[src/rtl/piano_pkg.sv]
// Shared constants for the piano datapath: rest/idle words, the octave-1
// note table and octave limits. Also imported by the recorder and tone
// generator, so encodings stay consistent across blocks.
package piano_pkg;

  // Word recorded/emitted when no key is held.
  localparam logic [31:0] REST_FREQ   = 32'd20000;
  // Word the tone generator treats as "play nothing".
  localparam logic [31:0] SILENT_FREQ = 32'd100_000_000;

  localparam int NOTE_COUNT = 8;

  // C4..C5 at octave 1, in Hz.
  localparam logic [15:0] BASE_NOTE_HZ [NOTE_COUNT] = '{
    16'd262, 16'd294, 16'd330, 16'd349, 16'd392, 16'd440, 16'd494, 16'd523
  };

  typedef logic [1:0] octave_t;

  localparam octave_t OCT_MIN     = 2'd0;
  localparam octave_t OCT_MAX     = 2'd2;
  localparam octave_t OCT_DEFAULT = 2'd1;

  typedef enum logic [1:0] {
    OCT_HOLD,
    OCT_STEP_UP,
    OCT_STEP_DOWN
  } oct_step_e;

  // Scale an octave-1 frequency to the requested octave (0: halve, truncating;
  // 2: double), zero-extended to the 32-bit freq word.
  function automatic logic [31:0] scale_note(input logic [15:0] base_hz,
                                             input octave_t     oct);
    logic [31:0] wide;
    wide = {16'd0, base_hz};
    case (oct)
      2'd0:    return wide >> 1;
      2'd2:    return wide << 1;
      default: return wide;
    endcase
  endfunction

endpackage

[src/rtl/key_freq_encoder_if.sv]
// Switch inputs and note outputs of the key/frequency front end.
interface key_freq_encoder_if
  import piano_pkg::*;
#(
  parameter int NUM_KEYS = 8
);

  logic [NUM_KEYS-1:0] keys;
  logic                oct_up;
  logic                oct_down;
  logic [31:0]         freq;
  logic                key_valid;
  logic [3:0]          key_code;
  octave_t             octave;
  logic                note_change;

  // Drives the buttons, observes the note.
  modport master (
    output keys, oct_up, oct_down,
    input  freq, key_valid, key_code, octave, note_change
  );

  // The encoder itself.
  modport slave (
    input  keys, oct_up, oct_down,
    output freq, key_valid, key_code, octave, note_change
  );

endinterface

[src/rtl/debouncer.sv]
// Two-flop synchronizer followed by a stability counter: the output only
// follows the input after it has differed from it for DEBOUNCE_CYCLES
// consecutive clocks; any shorter excursion is forgotten.
module debouncer #(
  parameter int DEBOUNCE_CYCLES = 1_000_000
) (
  input  logic clk,
  input  logic reset,
  input  logic raw_i,
  output logic stable_o
);

  localparam int CNT_W = (DEBOUNCE_CYCLES > 1) ? $clog2(DEBOUNCE_CYCLES) : 1;
  localparam logic [CNT_W-1:0] CNT_LAST = CNT_W'(DEBOUNCE_CYCLES - 1);

  logic [1:0]       sync_q;
  logic             stable_q, stable_d;
  logic [CNT_W-1:0] cnt_q, cnt_d;

  // Bring the asynchronous switch into the clock domain.
  // NOTE: clocked state uses non-blocking (<=) so every flop samples the
  // pre-edge value of its neighbours; blocking here would collapse the chain.
  always_ff @(posedge clk or posedge reset) begin
    if (reset) sync_q <= '0;
    else       sync_q <= {sync_q[0], raw_i};
  end

  // Count consecutive disagreeing cycles; flip once the run is long enough.
  // NOTE: every output gets a default first, so no path leaves it unassigned
  // and no latch is inferred.
  always_comb begin
    stable_d = stable_q;
    cnt_d    = '0;
    if (sync_q[1] != stable_q) begin
      if (cnt_q == CNT_LAST) begin
        stable_d = ~stable_q;
      end else begin
        cnt_d = cnt_q + 1'b1;
      end
    end
  end

  // Stable bit and run counter.
  always_ff @(posedge clk or posedge reset) begin
    if (reset) begin
      stable_q <= 1'b0;
      cnt_q    <= '0;
    end else begin
      stable_q <= stable_d;
      cnt_q    <= cnt_d;
    end
  end

  assign stable_o = stable_q;

endmodule

[src/rtl/key_freq_encoder.sv]
// Debounces the note keys and octave buttons, picks the lowest held key and
// registers its frequency at the current octave (or the rest word).
module key_freq_encoder #(
  parameter int          NUM_KEYS        = 8,
  parameter int          DEBOUNCE_CYCLES = 1_000_000,
  parameter logic [31:0] REST_FREQ       = piano_pkg::REST_FREQ
) (
  input logic               clk,
  input logic               reset,
  key_freq_encoder_if.slave bus
);

  import piano_pkg::*;

  logic [NUM_KEYS-1:0] key_db;
  logic                up_db, dn_db;
  logic                up_prev_q, dn_prev_q;
  oct_step_e           oct_step;
  octave_t             octave_q, octave_d;

  logic                hit;
  logic [3:0]          code_sel;
  logic [15:0]         base_hz;
  logic [31:0]         freq_q, freq_d;
  logic                key_valid_q, key_valid_d;
  logic [3:0]          key_code_q, key_code_d;
  logic                note_change_q, note_change_d;

  for (genvar gi = 0; gi < NUM_KEYS; gi++) begin : g_key_db
    debouncer #(.DEBOUNCE_CYCLES(DEBOUNCE_CYCLES)) u_db (
      .clk      (clk),
      .reset    (reset),
      .raw_i    (bus.keys[gi]),
      .stable_o (key_db[gi])
    );
  end

  debouncer #(.DEBOUNCE_CYCLES(DEBOUNCE_CYCLES)) u_db_up (
    .clk      (clk),
    .reset    (reset),
    .raw_i    (bus.oct_up),
    .stable_o (up_db)
  );

  debouncer #(.DEBOUNCE_CYCLES(DEBOUNCE_CYCLES)) u_db_down (
    .clk      (clk),
    .reset    (reset),
    .raw_i    (bus.oct_down),
    .stable_o (dn_db)
  );

  // Remember last debounced button levels for rising-edge detection.
  always_ff @(posedge clk or posedge reset) begin
    if (reset) begin
      up_prev_q <= 1'b0;
      dn_prev_q <= 1'b0;
    end else begin
      up_prev_q <= up_db;
      dn_prev_q <= dn_db;
    end
  end

  // Decide the octave step; both edges together cancel, limits saturate.
  always_comb begin
    logic up_rise, dn_rise;
    up_rise  = up_db & ~up_prev_q;
    dn_rise  = dn_db & ~dn_prev_q;
    oct_step = OCT_HOLD;
    if (up_rise && !dn_rise)      oct_step = OCT_STEP_UP;
    else if (dn_rise && !up_rise) oct_step = OCT_STEP_DOWN;

    octave_d = octave_q;
    case (oct_step)
      OCT_STEP_UP:   if (octave_q != OCT_MAX) octave_d = octave_q + 2'd1;
      OCT_STEP_DOWN: if (octave_q != OCT_MIN) octave_d = octave_q - 2'd1;
      default:       ;
    endcase
  end

  // Octave register.
  always_ff @(posedge clk or posedge reset) begin
    if (reset) octave_q <= OCT_DEFAULT;
    else       octave_q <= octave_d;
  end

  // Lowest-index held key wins; scanning downward lets it overwrite others.
  always_comb begin
    hit      = 1'b0;
    code_sel = 4'd0;
    base_hz  = 16'd0;
    for (int i = NUM_KEYS - 1; i >= 0; i--) begin
      if (key_db[i]) begin
        hit      = 1'b1;
        code_sel = 4'(i);
        base_hz  = BASE_NOTE_HZ[i];
      end
    end
    freq_d        = hit ? scale_note(base_hz, octave_q) : REST_FREQ;
    key_valid_d   = hit;
    key_code_d    = code_sel;
    note_change_d = (freq_d != freq_q);
  end

  // Registered outputs; note_change rises with the first cycle of a new freq.
  always_ff @(posedge clk or posedge reset) begin
    if (reset) begin
      freq_q        <= REST_FREQ;
      key_valid_q   <= 1'b0;
      key_code_q    <= 4'd0;
      note_change_q <= 1'b0;
    end else begin
      freq_q        <= freq_d;
      key_valid_q   <= key_valid_d;
      key_code_q    <= key_code_d;
      note_change_q <= note_change_d;
    end
  end

  assign bus.freq        = freq_q;
  assign bus.key_valid   = key_valid_q;
  assign bus.key_code    = key_code_q;
  assign bus.octave      = octave_q;
  assign bus.note_change = note_change_q;

endmodule
[src/flat_wrapper.sv]
// flat-port wrapper written by rule: the top's interface ports become plain ports
module key_freq_encoder_flat import piano_pkg::*;
#(
  parameter int          NUM_KEYS        = 8,
  parameter int          DEBOUNCE_CYCLES = 1_000_000,
  parameter logic [31:0] REST_FREQ       = piano_pkg::REST_FREQ
)
  (clk, reset, bus_keys, bus_oct_up, bus_oct_down, bus_freq, bus_key_valid, bus_key_code, bus_octave, bus_note_change);
  key_freq_encoder_if #(.NUM_KEYS(NUM_KEYS)) bus_i ();
  input logic clk;
  input logic reset;
  input wire logic [$bits(bus_i.keys)-1:0] bus_keys;
  input wire logic [$bits(bus_i.oct_up)-1:0] bus_oct_up;
  input wire logic [$bits(bus_i.oct_down)-1:0] bus_oct_down;
  output wire logic [$bits(bus_i.freq)-1:0] bus_freq;
  output wire logic [$bits(bus_i.key_valid)-1:0] bus_key_valid;
  output wire logic [$bits(bus_i.key_code)-1:0] bus_key_code;
  output wire logic [$bits(bus_i.octave)-1:0] bus_octave;
  output wire logic [$bits(bus_i.note_change)-1:0] bus_note_change;
  assign bus_i.keys = bus_keys;
  assign bus_i.oct_up = bus_oct_up;
  assign bus_i.oct_down = bus_oct_down;
  assign bus_freq = bus_i.freq;
  assign bus_key_valid = bus_i.key_valid;
  assign bus_key_code = bus_i.key_code;
  assign bus_octave = bus_i.octave;
  assign bus_note_change = bus_i.note_change;
  key_freq_encoder #(.NUM_KEYS(NUM_KEYS), .DEBOUNCE_CYCLES(DEBOUNCE_CYCLES), .REST_FREQ(REST_FREQ)) u_core (.clk(clk), .reset(reset), .bus(bus_i));
endmodule
[config.mk]
export PLATFORM = sky130hd
export DESIGN_NAME = key_freq_encoder_flat
export DESIGN_NICKNAME = d
export VERILOG_FILES = /design/src/rtl/piano_pkg.sv /design/src/rtl/key_freq_encoder_if.sv /design/src/rtl/debouncer.sv /design/src/rtl/key_freq_encoder.sv /design/src/flat_wrapper.sv
export SDC_FILE = /design/constraint.sdc
export NUM_CORES = 1
export LEC_CHECK = 0
export ABC_AREA = 1
export BUFFER_PORTS_ARGS = -buffer_cell sky130_fd_sc_hd__buf_2
export CAP_MARGIN = 10
export CORE_ASPECT_RATIO = 2
export CORE_MARGIN = 2
export CORE_UTILIZATION = 68
export CTS_BUF_LIST = sky130_fd_sc_hd__clkbuf_16
export DETAILED_ROUTE_END_ITERATION = 8
export MAX_ROUTING_LAYER = met4
export PLACE_DENSITY = 0.95
export REMOVE_ABC_BUFFERS = 1
export SLEW_MARGIN = 15
export SYNTH_ARGS = -nofsm -noshare
export SYNTH_HDL_FRONTEND = slang
export SYNTH_HIERARCHICAL = 1
export SYNTH_SLANG_ARGS = --single-unit
[constraint.sdc]
create_clock -name clk -period 2.55 [get_ports clk]
set_input_delay 0.1275 -clock clk [delete_from_list [all_inputs] [get_ports clk]]
set_output_delay 0.1275 -clock clk [all_outputs]
set_load 0.01 [all_outputs]
After elaboration in Yosys (flattened, before gate mapping)
Cells that the tools add are included.

operators by class
  add/subtract/negate cells = 12
  equal/unequal tests = 27
  mux-type cells = 51
  bitwise operators = 14
  reductions and logical operators = 18

operators by type and width
  kind                   count
  $mux 20                20
  $add 20x1->20 const B  10
  $eq 20x20->1 const B   10
  $mux 10                8
  $ne 32x32->1           1
  $mux 4                 7
  $pmux 11 s2            1
  $reduce_and 2->1       10
  $mux 15                1
  $not 1->1              12
  $ne 1x1->1             10
  $mux 1                 8
  $mux 2                 4
  $eq 2x2->1 const B     2
  $ne 2x1->1 const B     2
  $pmux 2 s2             1
  $reduce_bool 2->1      2
  $mux 3                 1
  $reduce_and 3->1       1
  $add 2x1->2 const B    1
  $and 1x1->1            2
  $eq 2x1->1 const B     1
  $logic_and 1x1->1      2
  $logic_not 1->1        2
  3 further kinds        3

storage, ports and cells
  bits in registers = 272
  input port bits = 12
  output and inout port bits = 40
  word-level logic and storage cells = 159

Longest topological paths before layout
  depth in word-level cells = 11
  mapped depth = 13
  depth with buffers taken out = 13

Cells and area by module
The synthesis kept the hierarchy.

modules (own cells, without submodules)
  module            times used  cells an instance  area each (sq um)  seq. area each (sq um)
  debouncer         10          162                1291.2             575.6
  key_freq_encoder  1           217                1519.0             531.8

Worst setup path after synthesis
OpenSTA, ideal clock, no wires.

  kind = flip-flop to flip-flop
  start = register u_core.u_db_up.stable_q, in the netlist u_core/u_db_up/stable_o
  end = register u_core.octave_q[1], in the netlist u_core/bus.octave[1]
  arrival = 1.491 ns
  data required time = 2.419 ns
  setup slack = 0.928 ns
  stages on the path, launching flop included = 8
  path buffers = 0
  period minus slack after synthesis = 1.622 ns
  cells stage by stage = dfrtp_1 > inv_1 > nor2_1 > inv_1 > ha_1 > a221oi_1 > o21ai_0 > xor2_1

on the way
  cells in the longest elaborated chain, start to end = 8

RTL lines
  item                                                              RTL line                source
  start: declaration                                                debouncer.sv:17         logic stable_q, stable_d;
  start signal: assignment                                          debouncer.sv:49         stable_q <= stable_d;
  $and 1x1->1 *                                                     key_freq_encoder.sv:66  up_rise = up_db & ~up_prev_q;
  $logic_not 1->1                                                   key_freq_encoder.sv:70  else if (dn_rise && !up_rise) oct_step = OCT_STEP_DOWN;
  $logic_and 1x1->1                                                 key_freq_encoder.sv:70
  $mux 2                                                            key_freq_encoder.sv:70
  $mux 2 *                                                          key_freq_encoder.sv:69  if (up_rise && !dn_rise) oct_step = OCT_STEP_UP;
  $eq 2x2->1 or $eq 2x1->1 (tied branches)                          key_freq_encoder.sv:73  case (oct_step)
  $ne 2x1->1 (no source line) or $reduce_bool 2->1 (tied branches)  n/a
  $reduce_and 3->1 (no source line)                                 n/a
  end signal: assignment                                            key_freq_encoder.sv:83  else octave_q <= octave_d;
  end: declaration                                                  key_freq_encoder.sv:19  octave_t octave_q, octave_d;

Every way passes the cells marked *; elsewhere a longest branch is shown, timed or not.
A chain may end at the register's enable or synchronous reset.

Worst setup path in the final report
  start = register u_core.octave_q[0], in the netlist u_core/bus.octave[0]
  end = register u_core.note_change_q, in the netlist u_core/bus.note_change

on the way
  cells in the longest elaborated chain, start to end = 4

RTL lines
  item                                           RTL line                 source
  $eq 2x2->1 or $logic_not 2->1 (tied branches)  piano_pkg.sv:36          case (oct)
  $pmux 11 s2 *                                  piano_pkg.sv:36
  $mux 15 *                                      key_freq_encoder.sv:98   freq_d = hit ? scale_note(base_hz, octave_q) : REST_FREQ;
  $ne 32x32->1 *                                 key_freq_encoder.sv:101  note_change_d = (freq_d != freq_q);
  via u_core.note_change_d                       key_freq_encoder.sv:27   logic note_change_q, note_change_d;
  end signal: assignment                         key_freq_encoder.sv:115  note_change_q <= note_change_d;
  end: declaration                               key_freq_encoder.sv:27

The timed path passes the listed nets; every way through them passes the cells marked *.

==> flow_summary.html <==
<table>
<tr><th>Metric</th><th>Value</th></tr>
<tr><th colspan="2">Finish</th></tr>
<tr><td>Growth of design area from synthesis to finish</td><td>8.635%</td></tr>
<tr><td>Share of layout cells above drive strength 1</td><td>16.94%</td></tr>
<tr><td>Post-route insts no fill</td><td>2188</td></tr>
<tr><td>Ant. Diodes</td><td>0</td></tr>
<tr><td>Fin nets</td><td>1925</td></tr>
<tr><td>Number of fill cells in the layout</td><td>around 1500</td></tr>
<tr><td>Core Util, Final</td><td>between 70 and 80%</td></tr>
<tr><td>Post-route standard cell area excluding fillers</td><td>0.01568 mm²</td></tr>
<tr><th colspan="2">Timing</th></tr>
<tr><td>Worst slew slack as a fraction of its limit</td><td>38.35%</td></tr>
<tr><td>Pins Over Slew Limit</td><td>0</td></tr>
<tr><td>Final number of setup-violating endpoints</td><td>0</td></tr>
<tr><td>Setup slack of the critical path after layout</td><td>0.3262 ns</td></tr>
<tr><td>Hold Fails Final Rpt</td><td>0</td></tr>
<tr><td>Upper clock frequency limit</td><td>449.7 MHz</td></tr>
<tr><td>Min Clock Period, post-route</td><td>2.224 ns</td></tr>
<tr><td>Slew at the pin closest to its max-slew limit</td><td>0.9238 ns</td></tr>
<tr><td>RSZ-0062 raised after global routing</td><td>false</td></tr>
<tr><td>Period utilization</td><td>87.21%</td></tr>
<tr><td>Worst Hold Slack</td><td>0.2368 ns</td></tr>
<tr><td>Setup Total Neg Slack</td><td>0 ns</td></tr>
<tr><td>Final setup skew</td><td>between 0.01 and 0.015 ns</td></tr>
<tr><th colspan="2">Place</th></tr>
<tr><td>Cell count after placement</td><td>2133</td></tr>
<tr><td>Number of buffers added on ports</td><td>31</td></tr>
<tr><td>Routability congestion estimate</td><td>0.9667</td></tr>
<tr><td>Worst slack after detailed placement</td><td>0.4789 ns</td></tr>
<tr><td>DPL Wire Length</td><td>24.94 mm</td></tr>
<tr><td>Placed Area</td><td>0.01483 mm²</td></tr>
<tr><th colspan="2">Setup path</th></tr>
<tr><td>Most frequent cell on the critical path</td><td>nor2_1</td></tr>
<tr><td>Crit-path max cell delay</td><td>0.69 ns</td></tr>
<tr><td>Max Fanout on Critical Path</td><td>14</td></tr>
<tr><td>Worst setup path category</td><td>reg2reg</td></tr>
<tr><td>Kind of end point of the critical path</td><td>register</td></tr>
<tr><td>Kind of start point of the critical path</td><td>register</td></tr>
<tr><td>CP Data Required Time</td><td>2.96 ns</td></tr>
<tr><td>Data arrival time of the worst path</td><td>between 2 and 3 ns</td></tr>
<tr><td>Cells along the critical path</td><td>nor2_1 -&gt; o21ai_0 -&gt; nand2_1 -&gt; nand3_1 -&gt; nor2_1 -&gt; nand3_1 -&gt; nor2_1 -&gt; nand2_1</td></tr>
<tr><td>Buf/Inv on CP</td><td>0</td></tr>
<tr><td>Slowest stage cell on the critical path</td><td>nor2_1</td></tr>
<tr><td>Cell type group with the largest total delay on the critical path</td><td>simple AND/OR/NAND/NOR gates</td></tr>
<tr><th colspan="2">GRT</th></tr>
<tr><td>Largest net degree at the start of global routing</td><td>24</td></tr>
<tr><td>First-pass GRT wire length</td><td>around 57 mm</td></tr>
<tr><td>GR met1 Demand/Resource</td><td>between 30% and 40%</td></tr>
<tr><td>Via count of the first global-routing pass</td><td>about 13000</td></tr>
<tr><td>GR Util met2</td><td>59.30%</td></tr>
<tr><td>Total global routing overflow</td><td>0</td></tr>
<tr><td>Global Route met3 Usage</td><td>under 10%</td></tr>
<tr><td>Number of antenna violations at the first check in global routing</td><td>0</td></tr>
<tr><td>Total GRT Usage</td><td>31.94%</td></tr>
<tr><td>Busiest layer in global routing</td><td>met2</td></tr>
<tr><th colspan="2">CTS</th></tr>
<tr><td>Clock tree from TritonCTS</td><td>yes</td></tr>
<tr><td>Clk pin slew, worst setup/hold paths</td><td>0.06 ns</td></tr>
<tr><td>Number of buffers created by CTS</td><td>24</td></tr>
<tr><td>Latest clock arrival within the worst-skew pair</td><td>0.53 ns</td></tr>
<tr><td># resized after CTS</td><td>0</td></tr>
<tr><td>Root Buffer</td><td>clkbuf_16</td></tr>
<tr><td>H-tree depth</td><td>1</td></tr>
<tr><td>TritonCTS Sinks</td><td>251</td></tr>
<tr><td>Max Buffers Root-to-Sink</td><td>3</td></tr>
<tr><th colspan="2">Yosys</th></tr>
<tr><td>Post-synth EDFFs</td><td>0</td></tr>
<tr><td>Number of synthesis warnings</td><td>6</td></tr>
<tr><td>Sequential cell area fraction in the yosys report</td><td>between 40% and 50%</td></tr>
<tr><td>Count of unique library cells instantiated by Yosys</td><td>32</td></tr>
<tr><td>Async set or reset register ratio after synthesis</td><td>100.0%</td></tr>
<tr><td>Cell Area, Synth</td><td>0.01443 mm²</td></tr>
<tr><td>Top FF cell, synth</td><td>dfrtp_1</td></tr>
<tr><td>Mean Syn Cell Area</td><td>7.856 µm²</td></tr>
<tr><td>Synth Instances</td><td>1837</td></tr>
<tr><td>Flops &amp; latches, synth</td><td>about 250</td></tr>
<tr><th colspan="2">Flow run</th></tr>
<tr><td>Max Cap Viol</td><td>0</td></tr>
<tr><th colspan="2">Power and ir drop</th></tr>
<tr><td>Post-layout power</td><td>7.756 mW</td></tr>
<tr><td>Total power per unit cell area</td><td>494.7 mW/mm²</td></tr>
<tr><td>Peak ir drop on the vdd network</td><td>between 0.4 and 0.5 mV</td></tr>
<tr><td>P_leak</td><td>6.932 nW</td></tr>
<tr><th colspan="2">Detailed routing</th></tr>
<tr><td>Average via count per standard cell</td><td>5.645</td></tr>
<tr><td># DRC</td><td>0</td></tr>
<tr><td>Vias post-DR</td><td>12350</td></tr>
<tr><td>Routed Antenna Nets</td><td>0</td></tr>
<tr><td>Number of iterations in the first detailed-routing pass</td><td>9</td></tr>
<tr><td>Wire per inst</td><td>15.47 µm</td></tr>
<tr><td>1st-iter DRT viols</td><td>814</td></tr>
<tr><td>Final Routed Wirelength</td><td>33.85 mm</td></tr>
<tr><th colspan="2">Die</th></tr>
<tr><td>Site row count</td><td>between 70 and 80</td></tr>
<tr><td>Core footprint</td><td>0.02093 mm²</td></tr>
<tr><td>Initial core utilization</td><td>68.96%</td></tr>
<tr><td>Die height</td><td>between 200 and 250 µm</td></tr>
<tr><td>Die Footprint</td><td>roughly 0.022 mm²</td></tr>
<tr><td>Die width</td><td>107.0 µm</td></tr>
<tr><td>I/O pin count</td><td>52</td></tr>
<tr><th colspan="2">Hold path</th></tr>
<tr><td>Worst min path class</td><td>in2reg</td></tr>
<tr><th colspan="2">Status</th></tr>
<tr><td>Outcome</td><td>finished clean</td></tr>
</table>
-- layout by cell type, fill, tap and decap left out, types with 20 or more instances in the layout --
cell and n:
nor2_1 378, nand2_1 313, dfrtp_1 246, inv_1 199
nand3_1 145, nor2_2 92, xor2_1 72, nand2_2 65
nand4_1 44, o21ai_0 35, nor2_4 32, buf_2 31
nor3_1 30, a21oi_1 26, clkbuf_16 25, o21ai_1 21
conb_1 20, nor3b_2 20, xnor2_1 20
-- final timing paths --
path | startpoint | to | slack [ns] | cells after the start
worst max-delay path | u_core/bus.octave[0] | u_core/bus.note_change | 0.33 | 8
worst min-delay path | bus_keys[2] | u_core/g_key_db[2].u_db/sync_q[0] | 0.24 | 2
worst max register to register | u_core/bus.octave[0] | u_core/bus.note_change | 0.33 | 8
worst min register to register | u_core/g_key_db[0].u_db/sync_q[0] | u_core/g_key_db[0].u_db/sync_q[1] | 0.34 | 0
max in group asynchronous | reset | u_core/g_key_db[3].u_db/cnt_q[0] | 1.48 | 3
min in group asynchronous | reset | u_core/up_prev_q | 0.46 | 3
-- synth_stat cells, types with 26 or more instances --
library cell	n	area, µm²
inv_1	198	743.2
nor2_2	92	575.6
dfrtp_1	246	6156
o21ai_0	35	175.2
xor2_1	72	630.6
a21oi_1	26	130.1
nand3_1	145	725.7
nand2_2	65	406.6
nand4_1	44	275.3
nor3_1	30	150.1
nand2_1	313	1175
nor2_1	378	1419
nor2_4	32	360.4
-- cells by family after synthesis --
kind of cell,share of synthesized area (%)
AOI/OAI and AO/OA,3.069
xor gates and xnor gates,6.711
adders and majority gates,1.040
buffers and inverters,6.598
DFF,43.57
other,0.02599
and+or+nand+nor,38.99
-- cell type report --
cell class	count	area [µm²]	area share, %
multi-input combinational	1373	7263	46.33
clock buffer	25	625.6	3.990
sequential	251	6287	40.10
tap	269	336.6	2.147
clock inverter	19	115.1	0.7342
timing repair buffer	42	265.3	1.692
inverter	209	784.5	5.004
-- routing by layer --
metal | up-vias | part of all wire [%]
met4 | 0 | 6.0
met3 | 155 | 3.6
met5 | - | 0
met1 | 5931 | 35
li1 | 5870 | -
met2 | 395 | 56
-- registers in the layout, summed over array words and instances (netlist names) --
name	flops
u_core/bus.freq	12
u_core/u_db_up/cnt_q	20
u_core/g_key_db.u_db/sync_q	16
u_core/u_db_down/cnt_q	20
u_core/dn_prev_q	1
u_core/u_db_up/sync_q	2
u_core/bus.note_change	1
u_core/bus.octave	2
u_core/g_key_db.u_db/cnt_q	160
u_core/bus.key_valid	1
u_core/g_key_db.u_db/stable_o	8
u_core/u_db_down/sync_q	2
u_core/bus.key_code	3
u_core/up_prev_q	1
u_core/u_db_down/stable_o	1
u_core/u_db_up/stable_o	1
-- report_power, final --
group          total, mW  internal [mW]  switching, mW
registers           4.08           4.04         0.0420
clock network       3.39           1.87           1.51
logic              0.292         0.0707          0.221
-- repair_timing --
action,CTS,global route
buffers inserted,0,0
hold endpoints to repair,256,0
hold buffers,11,0
(Power assumes the default switching activity.)
